$ cat src/rtl/iir_biquad_tdm_if.sv
// Sample/result handshake bundle for the time-multiplexed biquad.
// The slave side is the filter; the master side is the upstream/downstream pair.
interface iir_biquad_tdm_if #(
  parameter int unsigned DATA_W = 24,
  parameter int unsigned COEF_W = 24,
  parameter int unsigned CH_W   = 2
);
  logic                     in_valid;
  logic                     in_ready;
  logic signed [DATA_W-1:0] in_data;
  logic        [CH_W-1:0]   in_ch;
  logic signed [COEF_W-1:0] b0;
  logic signed [COEF_W-1:0] b1;
  logic signed [COEF_W-1:0] b2;
  logic signed [COEF_W-1:0] a1;
  logic signed [COEF_W-1:0] a2;
  logic                     out_valid;
  logic                     out_ready;
  logic signed [DATA_W-1:0] out_data;
  logic        [CH_W-1:0]   out_ch;

  modport master (
    output in_valid, in_data, in_ch, b0, b1, b2, a1, a2, out_ready,
    input  in_ready, out_valid, out_data, out_ch
  );

  modport slave (
    input  in_valid, in_data, in_ch, b0, b1, b2, a1, a2, out_ready,
    output in_ready, out_valid, out_data, out_ch
  );
endinterface

$ cat src/rtl/iir_biquad_tdm.sv
// Direct-Form-II biquad shared across NUM_CH channels with a single multiplier.
// One sample is processed at a time over six arithmetic steps, then held until taken.
module iir_biquad_tdm #(
  parameter int unsigned DATA_W    = 24,
  parameter int unsigned COEF_W    = 24,
  parameter int unsigned COEF_FRAC = 22,
  parameter int unsigned NUM_CH    = 4,
  parameter int unsigned CH_W      = (NUM_CH > 1) ? $clog2(NUM_CH) : 1
) (
  input  logic              clk,
  input  logic              rst_n,
  input  logic              clear,
  output logic              sat_flag,
  iir_biquad_tdm_if.slave   bus
);

  localparam int unsigned PROD_W = DATA_W + COEF_W;
  localparam int unsigned ACC_W  = PROD_W + 3;

  localparam logic signed [DATA_W-1:0] DMax     = {1'b0, {(DATA_W-1){1'b1}}};
  localparam logic signed [DATA_W-1:0] DMin     = {1'b1, {(DATA_W-1){1'b0}}};
  localparam logic signed [ACC_W-1:0]  RndHalf  = {{(ACC_W-1){1'b0}}, 1'b1} << (COEF_FRAC - 1);

  typedef enum logic [2:0] {
    StIdle, StFb1, StFb2, StW0, StFf0, StFf1, StFf2, StOut
  } state_e;

  state_e                   state_q;
  logic signed [DATA_W-1:0] x_q, w0_q, w1_q, w2_q;
  logic        [CH_W-1:0]   ch_q;
  logic signed [COEF_W-1:0] b0_q, b1_q, b2_q, a1_q, a2_q;
  logic signed [ACC_W-1:0]  acc_q;
  logic signed [DATA_W-1:0] w1_mem [NUM_CH];
  logic signed [DATA_W-1:0] w2_mem [NUM_CH];

  logic signed [DATA_W-1:0] rd_w1, rd_w2;
  logic signed [DATA_W-1:0] mul_d;
  logic signed [COEF_W-1:0] mul_c;
  logic signed [PROD_W-1:0] prod;
  logic signed [ACC_W-1:0]  prod_ext, x_ext, acc_sum, rnd_in, rnd_sh;
  logic                     sat_hi, sat_lo;
  logic signed [DATA_W-1:0] sat_val;

  // Out-of-range channels read as zero state and never match a write-back slot.
  always_comb begin
    rd_w1 = '0;
    rd_w2 = '0;
    for (int i = 0; i < int'(NUM_CH); i++) begin
      if (bus.in_ch == CH_W'(i)) begin
        rd_w1 = w1_mem[i];
        rd_w2 = w2_mem[i];
      end
    end
  end

  always_comb begin
    mul_d = '0;
    mul_c = '0;
    case (state_q)
      StFb1: begin mul_d = w1_q; mul_c = a1_q; end
      StFb2: begin mul_d = w2_q; mul_c = a2_q; end
      StFf0: begin mul_d = w0_q; mul_c = b0_q; end
      StFf1: begin mul_d = w1_q; mul_c = b1_q; end
      StFf2: begin mul_d = w2_q; mul_c = b2_q; end
      default: ;
    endcase
  end

  assign prod = PROD_W'(mul_d) * PROD_W'(mul_c);

  // One rounder/saturator serves both w0 (from acc) and y (from the final sum).
  always_comb begin
    prod_ext = ACC_W'(prod);
    x_ext    = ACC_W'(x_q) <<< COEF_FRAC;
    case (state_q)
      StFb1:   acc_sum = x_ext - prod_ext;
      StFb2:   acc_sum = acc_q - prod_ext;
      StFf0:   acc_sum = prod_ext;
      default: acc_sum = acc_q + prod_ext;
    endcase
    rnd_in = (state_q == StFf2) ? acc_sum : acc_q;
    rnd_sh = (rnd_in + RndHalf) >>> COEF_FRAC;
    sat_hi = rnd_sh > ACC_W'(DMax);
    sat_lo = rnd_sh < ACC_W'(DMin);
    if (sat_hi) begin
      sat_val = DMax;
    end else if (sat_lo) begin
      sat_val = DMin;
    end else begin
      sat_val = rnd_sh[DATA_W-1:0];
    end
  end

  always_ff @(posedge clk or negedge rst_n) begin
    if (!rst_n) begin
      state_q       <= StIdle;
      bus.in_ready  <= 1'b0;
      bus.out_valid <= 1'b0;
      bus.out_data  <= '0;
      bus.out_ch    <= '0;
      sat_flag      <= 1'b0;
      x_q           <= '0;
      w0_q          <= '0;
      w1_q          <= '0;
      w2_q          <= '0;
      ch_q          <= '0;
      b0_q          <= '0;
      b1_q          <= '0;
      b2_q          <= '0;
      a1_q          <= '0;
      a2_q          <= '0;
      acc_q         <= '0;
      for (int i = 0; i < int'(NUM_CH); i++) begin
        w1_mem[i] <= '0;
        w2_mem[i] <= '0;
      end
    end else begin
      case (state_q)
        StIdle: begin
          if (bus.in_valid && bus.in_ready) begin
            x_q          <= bus.in_data;
            ch_q         <= bus.in_ch;
            b0_q         <= bus.b0;
            b1_q         <= bus.b1;
            b2_q         <= bus.b2;
            a1_q         <= bus.a1;
            a2_q         <= bus.a2;
            w1_q         <= rd_w1;
            w2_q         <= rd_w2;
            bus.in_ready <= 1'b0;
            state_q      <= StFb1;
          end else begin
            bus.in_ready <= 1'b1;
          end
        end
        StFb1: begin acc_q <= acc_sum; state_q <= StFb2; end
        StFb2: begin acc_q <= acc_sum; state_q <= StW0;  end
        StW0:  begin w0_q  <= sat_val; state_q <= StFf0; end
        StFf0: begin acc_q <= acc_sum; state_q <= StFf1; end
        StFf1: begin acc_q <= acc_sum; state_q <= StFf2; end
        StFf2: begin
          acc_q         <= acc_sum;
          bus.out_data  <= sat_val;
          bus.out_ch    <= ch_q;
          bus.out_valid <= 1'b1;
          state_q       <= StOut;
        end
        StOut: begin
          if (bus.out_valid && bus.out_ready) begin
            bus.out_valid <= 1'b0;
            bus.in_ready  <= 1'b1;
            state_q       <= StIdle;
          end
        end
        default: state_q <= StIdle;
      endcase

      // clear takes priority over a coincident write-back or saturation event.
      if (clear) begin
        sat_flag <= 1'b0;
        for (int i = 0; i < int'(NUM_CH); i++) begin
          w1_mem[i] <= '0;
          w2_mem[i] <= '0;
        end
      end else begin
        if ((state_q == StW0 || state_q == StFf2) && (sat_hi || sat_lo)) begin
          sat_flag <= 1'b1;
        end
        if (state_q == StFf2) begin
          for (int i = 0; i < int'(NUM_CH); i++) begin
            if (ch_q == CH_W'(i)) begin
              w2_mem[i] <= w1_q;
              w1_mem[i] <= w0_q;
            end
          end
        end
      end
    end
  end

endmodule

$ cat src/flat_wrapper.sv
// flat-port wrapper written by rule: the top's interface ports become plain ports
module iir_biquad_tdm_flat 
#(
  parameter int unsigned DATA_W    = 24,
  parameter int unsigned COEF_W    = 24,
  parameter int unsigned COEF_FRAC = 22,
  parameter int unsigned NUM_CH    = 4,
  parameter int unsigned CH_W      = (NUM_CH > 1) ? $clog2(NUM_CH) : 1
)
  (clk, rst_n, clear, sat_flag, bus_in_valid, bus_in_data, bus_in_ch, bus_b0, bus_b1, bus_b2, bus_a1, bus_a2, bus_out_ready, bus_in_ready, bus_out_valid, bus_out_data, bus_out_ch);
  iir_biquad_tdm_if #(.DATA_W(DATA_W), .COEF_W(COEF_W), .CH_W(CH_W)) bus_i ();
  input  logic clk;
  input  logic rst_n;
  input  logic clear;
  output logic sat_flag;
  input wire logic [$bits(bus_i.in_valid)-1:0] bus_in_valid;
  input wire logic [$bits(bus_i.in_data)-1:0] bus_in_data;
  input wire logic [$bits(bus_i.in_ch)-1:0] bus_in_ch;
  input wire logic [$bits(bus_i.b0)-1:0] bus_b0;
  input wire logic [$bits(bus_i.b1)-1:0] bus_b1;
  input wire logic [$bits(bus_i.b2)-1:0] bus_b2;
  input wire logic [$bits(bus_i.a1)-1:0] bus_a1;
  input wire logic [$bits(bus_i.a2)-1:0] bus_a2;
  input wire logic [$bits(bus_i.out_ready)-1:0] bus_out_ready;
  output wire logic [$bits(bus_i.in_ready)-1:0] bus_in_ready;
  output wire logic [$bits(bus_i.out_valid)-1:0] bus_out_valid;
  output wire logic [$bits(bus_i.out_data)-1:0] bus_out_data;
  output wire logic [$bits(bus_i.out_ch)-1:0] bus_out_ch;
  assign bus_i.in_valid = bus_in_valid;
  assign bus_i.in_data = bus_in_data;
  assign bus_i.in_ch = bus_in_ch;
  assign bus_i.b0 = bus_b0;
  assign bus_i.b1 = bus_b1;
  assign bus_i.b2 = bus_b2;
  assign bus_i.a1 = bus_a1;
  assign bus_i.a2 = bus_a2;
  assign bus_i.out_ready = bus_out_ready;
  assign bus_in_ready = bus_i.in_ready;
  assign bus_out_valid = bus_i.out_valid;
  assign bus_out_data = bus_i.out_data;
  assign bus_out_ch = bus_i.out_ch;
  iir_biquad_tdm #(.DATA_W(DATA_W), .COEF_W(COEF_W), .COEF_FRAC(COEF_FRAC), .NUM_CH(NUM_CH), .CH_W(CH_W)) u_core (.clk(clk), .rst_n(rst_n), .clear(clear), .sat_flag(sat_flag), .bus(bus_i));
endmodule
$ cat config.mk
export PLATFORM = sky130hd
export DESIGN_NAME = iir_biquad_tdm_flat
export DESIGN_NICKNAME = d
export VERILOG_FILES = /design/src/rtl/iir_biquad_tdm_if.sv /design/src/rtl/iir_biquad_tdm.sv /design/src/flat_wrapper.sv
export SDC_FILE = /design/constraint.sdc
export NUM_CORES = 2
export LEC_CHECK = 0
export ABC_CLOCK_PERIOD_IN_PS = 12670
export CORE_MARGIN = 2
export CORE_UTILIZATION = 35
export CTS_BUF_LIST = sky130_fd_sc_hd__clkbuf_4 sky130_fd_sc_hd__clkbuf_8 sky130_fd_sc_hd__clkbuf_16
export DETAILED_ROUTE_END_ITERATION = 10
export PLACE_DENSITY_LB_ADDON = 0.2
export SYNTH_ARGS = -nofsm -noshare
export SYNTH_HDL_FRONTEND = slang
export SYNTH_SLANG_ARGS = --single-unit
export TNS_END_PERCENT = 50
$ cat constraint.sdc
create_clock -name clk -period 12.67 [get_ports clk]
set_input_delay 1.9005 -clock clk [delete_from_list [all_inputs] [get_ports clk]]
set_output_delay 1.9005 -clock clk [all_outputs]
set_load 0.02 [all_outputs]
Yosys cells after proc, flatten, opt, wreduce, memory -nomap -nowiden
Index checks and enable logic that the tools add are counted.
{ "classes": {"addsub": 4, "n_mul": 1, "n_lt_le_gt_ge": 2, "n_eq_ne": 15, "muxes": 36, "reduce_logical": 27} }
{ "op_table": {"columns": ["op", "n"], "rows": [
  ["24-bit 2-to-1 mux", 18],
  ["96-bit 2-to-1 mux", 4],
  ["51-bit case mux with 3 select lines", 1],
  ["24-bit case mux with 5 select lines", 1],
  ["24-bit case mux with 3 select lines", 1],
  ["51-bit by 23-bit adder with 51-bit output (second input constant)", 1],
  ["51-bit by 48-bit adder with 51-bit output", 1],
  ["51-bit 2-to-1 mux", 1],
  ["51-bit by 48-bit subtractor with 51-bit output", 1],
  ["46-bit by 48-bit subtractor with 49-bit output", 1],
  ["24-bit by 24-bit multiplier with 48-bit output", 1],
  ["29-bit by 24-bit > comparator with 1-bit output (second input constant)", 1],
  ["29-bit by 24-bit < comparator with 1-bit output (second input constant)", 1],
  ["3-bit case mux with 8 select lines", 1],
  ["2-bit AND reduction", 8],
  ["2-bit nonzero test", 8],
  ["3-bit equality test (second input constant)", 4],
  ["2-bit equality test (second input constant)", 4],
  ["3-bit by 2-bit equality test with 1-bit output (second input constant)", 2],
  ["3-bit 2-to-1 mux", 2],
  ["1-bit 2-to-1 mux", 5],
  ["5-bit OR reduction", 1],
  ["2-bit by 1-bit equality test with 1-bit output (second input constant)", 2],
  ["2-bit logical NOT", 2],
  ["other kinds (7)", 13]
]} }
{ "word_totals": {"register_bits": 493, "input_bits": 151, "out_inout_bits": 29, "elab_cells": 110} }

Longest topological paths before layout
{ "depth": {"word_depth": 13, "ltp_mapped": 61, "ltp_nobuf": 51} }

Worst setup path after synthesis
No wires, ideal clock.
{ "synth_path": {"kind": "register -> register", "startpoint": "register u_core.state_q[1]", "endpoint": "register u_core.w0_q[3]", "setup_ps": 123, "arrival_ps": 13588, "required_time_ps": 12547, "slack_ps": -1041, "path_stages_with_launch": 58, "period_less_slack_ps": 13711, "path_cell_list": "dfrtp_1 -> inv_1 -> ha_1 -> and2_1 -> clkbuf_1 -> buf_2 -> buf_1 -> clkbuf_1 -> a22oi_1 -> a31oi_1 -> clkbuf_1 -> nand2_1 -> fa_1 -> inv_1 -> fa_1 -> inv_1 -> fa_1 -> inv_1 -> [... 22 more ...] -> a21oi_1 -> a21boi_0 -> a21o_1 -> a2111oi_1 -> a21oi_1 -> nor2_1 -> xnor2_1 -> a2111oi_0 -> or3_4 -> or3_1 -> buf_2 -> o311ai_2 -> o41ai_1 -> o211a_1 -> or3_4 -> buf_6 -> nand2_1 -> a21oi_1"} }
{ "synth_between": {"elab_chain_cells": 11, "word_cells_on_any_way": 21, "cone_classes": "4 x add/sub; 1 x mul; 2 x order compare; 6 x eq/ne; 6 x mux; 2 x reduce/logical"} }
{ "synth_rtl": {"columns": ["element", "line", "rtl"], "rows": [
  ["start: declaration", "iir_biquad_tdm.sv:28", "state_e state_q;"],
  ["start signal: assignment", "iir_biquad_tdm.sv:96", "state_q <= StIdle;"],
  ["start signal: assignment", "iir_biquad_tdm.sv:131", "state_q <= StFb1;"],
  ["start signal: assignment", "iir_biquad_tdm.sv:136", "StFb1: begin acc_q <= acc_sum; state_q <= StFb2; end"],
  ["3-bit by 2-bit equality test with 1-bit output, or another cell as far along", "iir_biquad_tdm.sv:59, iir_biquad_tdm.sv:75", null],
  ["2-bit OR reduction (no line)", null, null],
  ["24-bit case mux with 3 select lines", "iir_biquad_tdm.sv:59", "case (state_q)"],
  ["24-bit by 24-bit multiplier with 48-bit output", "iir_biquad_tdm.sv:69", "assign prod = PROD_W'(mul_d) * PROD_W'(mul_c);"],
  ["51-bit by 48-bit adder with 51-bit output, or another cell as far along", "iir_biquad_tdm.sv:79", "default: acc_sum = acc_q + prod_ext;"],
  ["51-bit case mux with 3 select lines", "iir_biquad_tdm.sv:75", "case (state_q)"],
  ["51-bit 2-to-1 mux", "iir_biquad_tdm.sv:81", "rnd_in = (state_q == StFf2) ? acc_sum : acc_q;"],
  ["51-bit by 23-bit adder with 51-bit output", "iir_biquad_tdm.sv:82", "rnd_sh = (rnd_in + RndHalf) >>> COEF_FRAC;"],
  ["29-bit by 24-bit < comparator with 1-bit output", "iir_biquad_tdm.sv:84", "sat_lo = rnd_sh < ACC_W'(DMin);"],
  ["24-bit 2-to-1 mux", "iir_biquad_tdm.sv:87", "end else if (sat_lo) begin"],
  ["24-bit 2-to-1 mux", "iir_biquad_tdm.sv:85", "if (sat_hi) begin"],
  ["end signal: assignment", "iir_biquad_tdm.sv:138", "StW0: begin w0_q <= sat_val; state_q <= StFf0; end"],
  ["end: declaration", "iir_biquad_tdm.sv:29", "logic signed [DATA_W-1:0] x_q, w0_q, w1_q, w2_q;"]
]} }
Parallel ways exist; a longest one is shown, timed or not.
A chain may end at the register's enable or synchronous reset.

Final worst setup path
Same ends and word-level chain as after synthesis.

==> metrics.txt <==
area leader, netlist dfrtp_1; Max stage delay cell, worst path fa_1; first-pass GRT wire length between 200000 and 300000 um; initial antenna violation count 5; Die ar. 152000 sq um; nets@finish approximately 8000; io pins 180; status finished with violations; Hold Path Class register to register; Core Area 148000 sq um; register area share after synthesis 23.7%; Vias/cell between 5 and 6; H-tree Lvls 2; Post-Synth Adder-Cell Area ~29%; worst-case headroom to the max-slew limit 21.2%; register bit count reported by yosys 493; Clock Latency Late Sink ~670 ps; Netlist cell types 115; Area Growth Syn to Fin 31.4%; Fin. Hold Viols 0; Ys Warns 0; drt wl/cell 22.0 um; Post-synth EDFFs 0; Mapped Avg Cell Area between 8 and 9 sq um; CP Launch Type register; Port Buffers around 180; RSZ-0062 raised after global routing true; CP peak stage delay about 590 ps; post-layout min period 12770 ps; final-report max-slew violation count 0; residual DRC count 0; Longest Clk Path Bufs 3; CP arrival 13310 ps; Mapped Area 52000 sq um; Post-Route Hold Slack 476 ps; complex-gate fraction of the synthesized area 14.2%; Setup TNS -885 ps; Finished Layout Cells just under 9000; largest family of logic cells by synthesized area adder cells; post-synthesis mux area share 6.71%; fmax 78.3 MHz; Synth Area in XOR/XNOR 3.06%; placed cells 8718; drt pass-1 iters 7; Die Y 389 um; Final ANT Viol Nets 0; PnR worst setup slack -98.2 ps; Synth area leaders dfrtp_1 (24%), fa_1 (23%), nand2_1 (7.8%), ha_1 (5.2%), inv_1 (5.2%); Placement Rows 141; Final Cycle Share 101%; largest net degree at the start of global routing 164; Starting Density roughly a third; GRT Total Usage 25.5%; Post-Synth Simple-Gate Area ~16%; failing checks setup timing; share of layout cells above drive strength 1 between 20% and 30%; via count 47300; Root Buffer Master clkbuf_16; Worst Setup End Kind register; routed wire length 196000 um; iteration-0 DRC count of the detailed router 3962; clock sinks 493; synthesized net count ~7000; Max-cap violations 0; Synth top area share 23.7%; Required @ worst endpoint 13210 ps; DP Wirelength 156000 um; number of global-route vias before repair 48000; total grt overflow 0; Filler cells 14300; Max FO, Critical Path 19; biggest regs u_core.w1_mem x96, u_core.w2_mem x96, u_core.acc_q x51; chip width 389 um; Top FF cell, synth dfrtp_1; clk slew on worst S/H paths approximately 60 ps; Post-synth ARST share 100%; Worst-Margin Slew 1180 ps; CP Class register to register; GPL Wtd Cong about 0.95; cells after synthesis just under 6000; TritonCTS clock tree built; TritonCTS Buffers 55; post-route clock skew 30.5 ps; number of setup violations in the final report 21
==> area by class of cell <==
cell class	count	area, sq um	area share [%]
Timing Repair Buffer	1339	11300	16.5
Tap cell	1930	2410	3.54
Inverter	717	2700	3.95
Clock inverter	21	368	0.539
Multi-Input combinational cell	4315	37500	55.0
Sequential cell	493	12300	18.1
Antenna cell	3	7.51	0.0110
Clock buffer	81	1650	2.41
==> metal layers <==
layer	track usage [%]	wire [um]	vias to the layer above	share of wire [%]
met5	0	0	-	0
met4	5.97	4850	0	2.5
li1	-	-	21500	-
met1	36.4	86200	24000	44
met2	41.1	91300	1480	47
met3	3.52	13500	205	6.9
==> synthesized netlist by cell type (all sizes together) (65+ instances only) <==
cell	instances
a21oi	406
xnor2	117
clkbuf	270
mux2	196
nand3	70
nor2	427
ha	215
nor3	65
inv	716
nand2	1076
dfrtp	493
o21ai	175
fa	608
==> per-stage QoR <==
step	utilization, %	setup WS (ps)	area (sq um)
after CTS	45.3	-7.32	66900
final	46.2	-98.2	68300
after global placement	43.2	-688	63800
after detailed placement	43.2	-959	63800
after global routing	46.2	-491	68300
after floorplan	-	21.0	52200
==> worst paths after layout <==
| check | endpoint | start | cells past startpoint | slack [ps] |
|---|---|---|---|---|
| min in group asynchronous | u_core.b1_q[10]$_DFFE_PN0P_ | rst_n | 1 | 1360 |
| max in group asynchronous | u_core.acc_q[3]$_DFFE_PN0P_ | rst_n | 3 | 8960 |
| worst max register to register | u_core.w0_q[3]$_DFFE_PN0P_ | u_core.state_q[1]$_DFFE_PN0P_ | 54 | -100 |
| worst min register to register | u_core.bus.out_ch[1]$_DFFE_PN0N_ | u_core.bus.out_ch[1]$_DFFE_PN0N_ | 2 | 480 |
| worst max-delay path | u_core.w0_q[3]$_DFFE_PN0P_ | u_core.state_q[1]$_DFFE_PN0P_ | 54 | -100 |
| worst min-delay path | u_core.bus.out_ch[1]$_DFFE_PN0N_ | u_core.bus.out_ch[1]$_DFFE_PN0N_ | 2 | 480 |
==> critical path: cells and delay by family (launching register included) <==
family	cells	cell delay (ps)
flops	1	400
compound gates	15	3030
simple gates	11	2020
xor+xnor	2	420
fa+ha+maj	10	4490
buf+inv	16	2250
==> layout by cell type (no fill, tap or decap), types with 47 or more instances in the layout <==
master	count
a21o_1	60
a21oi_1	374
a22o_1	47
and2_1	53
buf_12	47
buf_4	1073
clkbuf_16	56
clkdlybuf4s50_1	175
dfrtp_1	491
fa_1	596
ha_1	192
inv_1	709
mux2_2	196
mux4_2	48
nand2_1	1054
nand3_1	56
nor2_1	390
nor3_1	48
o21a_1	47
o21ai_0	105
o21ai_1	50
xnor2_1	107
xor2_1	57
==> cells by family (layout without fill, tap and decap cells) <==
| family | after synthesis | after routing |
|---|---|---|
| AND/OR/NAND/NOR | 1921 | 1923 |
| AO/OA/AOI/OAI | 1127 | 1127 |
| buffers and inverters | 1051 | 2158 |
| adder cells (fa/ha/maj) | 823 | 823 |
| flip-flops | 493 | 493 |
| multiplexers | 264 | 264 |
| XOR/XNOR | 178 | 178 |
| other | 0 | 3 |
==> what timing repair did <==
item                                   in CTS  in global routing
hold buffers                                0                  0
setup endpoints to repair                  49                 49
pin swaps                                  72                 86
gates resized for setup                   185                242
endpoints found under the hold margin       0                  0
setup buffers                              35                 36
gates cloned                                1                  4
Power is left out: the tool's default activity adds up to more than one toggle a clock period on the data nets, which glitch-free logic cannot reach.
